--- config.mk ---
export PLATFORM = sky130hd
export DESIGN_NAME = mem_read_ctrl
export DESIGN_NICKNAME = d
export VERILOG_FILES = /design/src/rtl/mem_read_ctrl.sv
export SDC_FILE = /design/constraint.sdc
export NUM_CORES = 1
export LEC_CHECK = 0
export CORE_UTILIZATION = 32
export CTS_BUF_LIST = sky130_fd_sc_hd__clkbuf_4 sky130_fd_sc_hd__clkbuf_8
export CTS_CLUSTER_DIAMETER = 40
export CTS_CLUSTER_SIZE = 14
export DETAILED_ROUTE_END_ITERATION = 7
export GPL_TIMING_DRIVEN = 0
export PLACE_DENSITY = 0.69
export SYNTH_ARGS = -nofsm -noshare
export SYNTH_HDL_FRONTEND = slang
export SYNTH_SLANG_ARGS = --single-unit
--- constraint.sdc ---
create_clock -name CLK -period 3.54 [get_ports CLK]
set_input_delay 0.708 -clock CLK [delete_from_list [all_inputs] [get_ports CLK]]
set_output_delay 0.708 -clock CLK [all_outputs]
set_load 0.05 [all_outputs]
--- src/rtl/mem_read_ctrl.sv ---
// Memory-read sequencer: decodes the read address into a mux source select, inserts waits, latches data.
// Optional IO-ready timeout enabled by defining MRD_IO_TIMEOUT_EN.
module mem_read_ctrl #(
    parameter int MEM_WAIT   = 2,
    parameter int IO_TIMEOUT = 31
) (
    input  logic        CLK,
    input  logic        RESET,
    input  logic        REQ,
    input  logic [15:0] ADDR,
    output logic        ACK,
    output logic [15:0] SRC,
    input  logic [15:0] DATA_IN,
    input  logic        IO_READY,
    output logic [15:0] RDATA,
    output logic        VALID,
    input  logic        RDY,
    output logic        BUSY,
    output logic        ERR
);

    typedef enum logic [2:0] {
        ST_IDLE, ST_SETUP, ST_WAIT, ST_IOWAIT, ST_CAPTURE, ST_DONE
    } state_t;

    localparam logic [1:0] SRC_REG  = 2'd0;
    localparam logic [1:0] SRC_MEM  = 2'd1;
    localparam logic [1:0] SRC_IO   = 2'd2;
    localparam logic [1:0] SRC_ZERO = 2'd3;

    if (MEM_WAIT < 0 || MEM_WAIT > 15 || IO_TIMEOUT < 1 || IO_TIMEOUT > 255) begin : g_param_check
        $error("mem_read_ctrl: MEM_WAIT must be 0..15 and IO_TIMEOUT 1..255");
    end

    state_t      state, next_state;
    logic [1:0]  src_q;
    logic [3:0]  wait_cnt;
    logic [15:0] rdata_q;
    logic        valid_q;
    logic        ack_q;
    logic        timeout_hit;

    function automatic logic [1:0] decode(input logic [15:0] a);
        if (a[15:12] == 4'hF)      return SRC_REG;
        else if (!a[15])           return SRC_MEM;
        else if (a[15:12] == 4'hE) return SRC_IO;
        else                       return SRC_ZERO;
    endfunction

`ifdef MRD_IO_TIMEOUT_EN
    logic [7:0] to_cnt;
    logic       err_q;

    assign timeout_hit = (to_cnt == 8'(IO_TIMEOUT - 1));
    assign ERR         = err_q;

    always_ff @(posedge CLK or posedge RESET) begin
        if (RESET) begin
            to_cnt <= '0;
            err_q  <= 1'b0;
        end else begin
            if (state == ST_SETUP) to_cnt <= '0;
            else if (state == ST_IOWAIT) to_cnt <= to_cnt + 8'd1;
            if (state == ST_IOWAIT && !IO_READY && timeout_hit) err_q <= 1'b1;
            else if (state == ST_DONE && RDY) err_q <= 1'b0;
        end
    end
`else
    assign timeout_hit = 1'b0;
    assign ERR         = 1'b0;
`endif

    always_ff @(posedge CLK or posedge RESET) begin
        if (RESET) state <= ST_IDLE;
        else       state <= next_state;
    end

    always_comb begin
        next_state = state;
        case (state)
            ST_IDLE:    if (REQ) next_state = ST_SETUP;
            ST_SETUP: begin
                case (src_q)
                    SRC_MEM: next_state = (MEM_WAIT == 0) ? ST_CAPTURE : ST_WAIT;
                    SRC_IO:  next_state = ST_IOWAIT;
                    default: next_state = ST_CAPTURE;
                endcase
            end
            ST_WAIT:    if (wait_cnt == 4'd0) next_state = ST_CAPTURE;
            // A ready strobe on the timeout cycle takes precedence over the error path.
            ST_IOWAIT: begin
                if (IO_READY)         next_state = ST_CAPTURE;
                else if (timeout_hit) next_state = ST_DONE;
            end
            ST_CAPTURE: next_state = ST_DONE;
            ST_DONE:    if (RDY) next_state = ST_IDLE;
            default:    next_state = ST_IDLE;
        endcase
    end

    always_ff @(posedge CLK or posedge RESET) begin
        if (RESET) begin
            src_q    <= SRC_ZERO;
            wait_cnt <= '0;
            rdata_q  <= '0;
            valid_q  <= 1'b0;
            ack_q    <= 1'b0;
        end else begin
            ack_q <= 1'b0;
            case (state)
                ST_IDLE: begin
                    if (REQ) begin
                        ack_q <= 1'b1;
                        src_q <= decode(ADDR);
                    end
                end
                ST_SETUP:  wait_cnt <= 4'(MEM_WAIT - 1);
                ST_WAIT:   if (wait_cnt != 4'd0) wait_cnt <= wait_cnt - 4'd1;
                ST_IOWAIT: begin
                    if (!IO_READY && timeout_hit) begin
                        rdata_q <= '0;
                        valid_q <= 1'b1;
                        src_q   <= SRC_ZERO;
                    end
                end
                ST_CAPTURE: begin
                    rdata_q <= (src_q == SRC_ZERO) ? 16'h0000 : DATA_IN;
                    valid_q <= 1'b1;
                    src_q   <= SRC_ZERO;
                end
                ST_DONE:   if (RDY) valid_q <= 1'b0;
                default: ;
            endcase
        end
    end

    assign ACK   = ack_q;
    assign SRC   = {14'b0, src_q};
    assign RDATA = rdata_q;
    assign VALID = valid_q;
    assign BUSY  = (state != ST_IDLE);

endmodule
# After elaboration in Yosys (flattened, before gate mapping)

Index checks and enable logic that the tools add are counted.

Register bits: 27
Logic and storage cells: 51
Bits of input ports: 37
Output and inout port bits: 36

Reduce and logical (&&, ||, !) cells: 11
Add/subtract/negate cells: 1
Mux-type cells: 18
Eq/ne operators: 15

Operators by type and width:

| kind                  | number |
|---|---|
| $pmux W3 S6           | 1 |
| $mux W16              | 1 |
| $mux W3               | 4 |
| $ne A2 B2 Y1 const B  | 5 |
| $eq A4 B4 Y1 const B  | 2 |
| $pmux W4 S2           | 1 |
| $eq A3 B2 Y1 const B  | 2 |
| $eq A3 B3 Y1 const B  | 2 |
| $mux W2               | 3 |
| $pmux W3 S2           | 1 |
| $reduce_and A2 Y1     | 3 |
| $reduce_bool A2 Y1    | 3 |
| $eq A2 B2 Y1 const B  | 2 |
| $logic_not A4 Y1      | 1 |
| $mux W1               | 4 |
| $mux W4               | 1 |
| $pmux W2 S2           | 1 |
| $reduce_and A4 Y1     | 1 |
| $reduce_bool A4 Y1    | 1 |
| $sub A4 B1 Y4 const B | 1 |
| $eq A3 B1 Y1 const B  | 1 |
| $logic_not A3 Y1      | 1 |
| $reduce_bool A3 Y1    | 1 |
| $eq A2 B1 Y1 const B  | 1 |
| $pmux W1 S2           | 1 |

# Longest topological paths before layout

Word-level depth: 6
Mapped depth: 6
Mapped depth without buffers: 6

# Worst setup path before layout

Ideal clock, no wire load.

Path kind: register to register
From: reg wait_cnt[0]
To: reg wait_cnt[1]
Cell stages (with the launch flop): 7
Buffers on the path: 0
Clock period less this slack: 1.705 ns
Setup time: 0.122 ns
Arrival: 1.583 ns
Path slack: 1.835 ns
Required time: 3.418 ns
Cells stage by stage: dfrtp_1 inv_1 ha_1 or3b_1 nand2_2 mux2_4 a32o_1

Word-level cells in the longest chain between the ends: 3
Elaborated cells on any way between the ends: 6
Those cells by class: 1 x add/sub; 1 x eq/ne; 2 x mux; 2 x reduce/logical

Ends and longest elaborated chain:

| item                                                | RTL line | text |
|---|---|---|
| from (decl)                                         | 37       | `logic [3:0] wait_cnt;` |
| from (signal assigned)                              | 117      | `ST_SETUP: wait_cnt <= 4'(MEM_WAIT - 1);` |
| from (signal assigned)                              | 118      | `ST_WAIT: if (wait_cnt != 4'd0) wait_cnt <= wait_cnt - 4'd1;` |
| $sub A4 B1 Y4 or $reduce_bool A4 Y1 (tied branches) | 118      |  |
| $mux W4 or $ne A2 B2 Y1 (tied branches)             | -        |  |
| $pmux W4 S2 or $reduce_and A2 Y1 (tied branches)    | -        |  |

Several ways; a longest one is shown, not always the timed one. The select of a mux whose other input is x is not followed.
A chain may end at the register's enable or synchronous reset.

# Final worst setup path

From: reg state[2]
To: out BUSY

Word-level cells in the longest chain between the ends: 1

Ends and longest elaborated chain:

| item                   | RTL line | text |
|---|---|---|
| from (decl)            | 35       | `state_t state, next_state;` |
| from (signal assigned) | 75       | `else state <= next_state;` |
| $reduce_bool A3 Y1     | 141      | `assign BUSY = (state != ST_IDLE);` |
| to (decl)              | 18       | `output logic BUSY,` |

No other way between the ends.

==> impl_metrics.json <==
{
  "setup_violations": 0,
  "post-place-cells": 263,
  "p_per_area_nw_per_um2": 868,
  "grt_pass1_vias": 1089,
  "crit_cells": 4,
  "cap_viol_max_count": 0,
  "cts_tree": "done",
  "fin_setup_tns_ns": 0,
  "min_period_over_period": 0.723,
  "drive_gt1_frac": 0.144,
  "track_usage": 0.133,
  "vias": 1128,
  "dp_slack_ns": 1.27,
  "status": "completed",
  "finalHoldViolCount": 0,
  "path_buf_inv": 3,
  "start_kind": "register",
  "die_h_um": 69.0,
  "slew_headroom": 0.321,
  "yosys_warnings": 0,
  "cts_root_buf": "clkbuf_8",
  "hpwl_mm": 2.20,
  "reg2reg_from": "wait_cnt[1]$_DFFE_PP0P_",
  "synth_top_family_by_area": "simple AND/OR/NAND/NOR gates",
  "synth.mux.area_fraction": 0.0331,
  "final_nets": 257,
  "synth_edf_count": 0,
  "crit_chain": "buf_6 > nor3_2 > inv_1 > clkdlybuf4s50_1",
  "hold_buffers": 0,
  "core-area_um2": 4320,
  "place.gp.congestion": 0.719,
  "synthFlopType": "dfrtp_1",
  "post-route-drc-count": 0,
  "synth_xor_area_frac": 0.0122,
  "drtPass1Iterations": 4,
  "fin_util": 0.475,
  "cts_resized": 0,
  "ys_ff_latch": 27,
  "slowest_stage": "clkdlybuf4s50_1",
  "required_ns": 2.83,
  "hp-class": "reg2reg",
  "crit_path_end_kind": "primary output",
  "synth_compound_area_frac": 0.0983,
  "die_x_um": 69.0,
  "wire_per_inst_um": 11.2,
  "cts-buffers-inserted": 3,
  "yosys.area.top_type": "dfrtp_1",
  "synth_area_leaders": "dfrtp_1, buf_4, nand2b_1, o21ai_0, nand2_1",
  "totalWireLength_mm": 2.99,
  "worstMarginPinSlew_ns": 1.02,
  "grt_antenna_before_repair": 0,
  "clock_latency_ns": 0.28,
  "pin_count": 73,
  "clock.fmax_mhz": 391,
  "arrival_ns": 1.85,
  "crit_fanout": 10,
  "grt_pass1_wl_mm": 5.07,
  "yosysMostFrequentCell": "dfrtp_1",
  "place_area_um2": 2010,
  "fin_crit_ns": 2.56,
  "leakage_nw": 0.944,
  "num_rows": 24,
  "ys_seq_area_frac": 0.472,
  "layout_setup_ws_ns": 0.982,
  "rsz0062_at_grt": "no",
  "async_flop_share": 1.00,
  "antenna_cells": 0,
  "crit_type": "reg2out",
  "post-route-cell-area_um2": 2050,
  "synthCells": 152,
  "layoutNonFillerInstCount": 267,
  "clock_sinks": 27,
  "first_iter_violations": 40,
  "r2r_slack_ns": 1.71,
  "synthSimpleGateAreaFrac": 0.226,
  "overflow": 0,
  "synth_common_cells": "dfrtp_1, nand2_1, o21ai_0, nand2b_1, buf_4",
  "initial_utilization": 0.332,
  "grt_max_degree": 28,
  "area_growth_syn_to_layout_pct": 42.7,
  "setup.worst_path.end": "BUSY",
  "drtAntennaViolNets": 0,
  "clk_pin_slew_worst_paths_ns": 0.09,
  "hold_slack_ns": 0.481,
  "syn_area_per_cell_um2": 9.46,
  "dieArea_um2": 4760,
  "cts_max_path_buffers": 2,
  "path_delay_family": "buffers and inverters",
  "cp-startpoint": "state[2]$_DFFE_PP0P_",
  "portBuffers": 45,
  "vias_per_cell": 4.22,
  "maxSlewViolCount": 0,
  "synth_top_area_share": 0.435,
  "finalPower_mw": 1.78,
  "cpPeakStageDelay_ns": 0.71,
  "finalClockSkew_ns": 0.00431,
  "htree_levels": 1,
  "netlist_area_um2": 1440,
  "yosys.cell_types.count": 30,
  "reg2reg_depth": 6,
  "r2r-end": "wait_cnt[1]$_DFFE_PP0P_",
  "post-cts-setup-buffers": 0,
  "synth_adder_area_share": 0.0348,
  "ir_drop_v": 0.000363
}
-- cell type report --
type / count / area, µm²
Fill cell: 429 / 2270
Clock inverter: 1 / 5.00
Tap cell: 52 / 65.1
Buffer: 21 / 151
Multi-Input combinational cell: 112 / 638
Timing Repair Buffer: 45 / 450
Sequential cell: 27 / 678
Clock buffer: 3 / 41.3
Inverter: 6 / 22.5
-- flip-flops by register name, summed over array words and instances (netlist names) --
register	count
ACK	1
wait_cnt	4
src_q	2
RDATA	16
state	3
VALID	1
-- routing by layer --
layer / vias up / global-route usage / part of all wire
met1: 498 / 0.176 / 0.46
met4: 0 / 0.0748 / 0.024
met5: - / 0 / 0
met3: 5 / 0.0175 / 0.044
met2: 33 / 0.210 / 0.47
li1: 592 / - / -
-- worst min-delay path, cell delays in order (launching register included) --
cell and delay, ns:
dfrtp_1 0.35, nand2_1 0.05, nand2_1 0.05
-- layout by cell type, fill, tap and decap left out, types with 2 or more instances in the layout --
cell type        instances
conb_1                  15
nor3_1                   2
nor2_1                   6
buf_6                    2
dfstp_2                  2
nand2b_1                18
clkbuf_1                 3
clkdlybuf4s50_1         45
nand2_1                 22
o21ai_0                 20
dfrtp_1                 25
inv_1                    6
nand3_1                  5
clkbuf_8                 3
mux2_2                   2
ha_1                     4
buf_4                   15
xor2_1                   2
nor3b_1                  2
a21oi_1                  3
-- logic make-up after synthesis --
family / after synthesis
XOR/XNOR: 2
flip-flops: 27
AND/OR/NAND/NOR: 61
buffers and inverters: 27
AO/OA/AOI/OAI: 26
adder cells (fa/ha/maj): 4
multiplexers: 4
other: 1
-- worst min-delay path by stage --
| stage | depth (start not counted) | slack [ns] | endpoint | start |
|---|---|---|---|---|
| after CTS | 2 | 0.49 | VALID$_DFFE_PP0P_ | VALID$_DFFE_PP0P_ |
| after global placement | 2 | 0.46 | VALID$_DFFE_PP0P_ | VALID$_DFFE_PP0P_ |
| after global routing | 2 | 0.52 | RDATA[13]$_DFFE_PP0P_ | RDATA[13]$_DFFE_PP0P_ |
| final | 2 | 0.48 | VALID$_DFFE_PP0P_ | VALID$_DFFE_PP0P_ |
| after detailed placement | 2 | 0.46 | VALID$_DFFE_PP0P_ | VALID$_DFFE_PP0P_ |
| after floorplan | 2 | 0.51 | wait_cnt[3]$_DFFE_PP0P_ | wait_cnt[3]$_DFFE_PP0P_ |
-- power breakdown --
part / switching [mW] / leakage [nW] / internal (mW) / total (mW)
combinational: 0.690 / 0.570 / 0.403 / 1.09
sequential: 0.0780 / 0.348 / 0.432 / 0.510
clock: 0.100 / 0.0255 / 0.0791 / 0.179
total: 0.868 / 0.944 / 0.914 / 1.78
(Power assumes the default switching activity.)
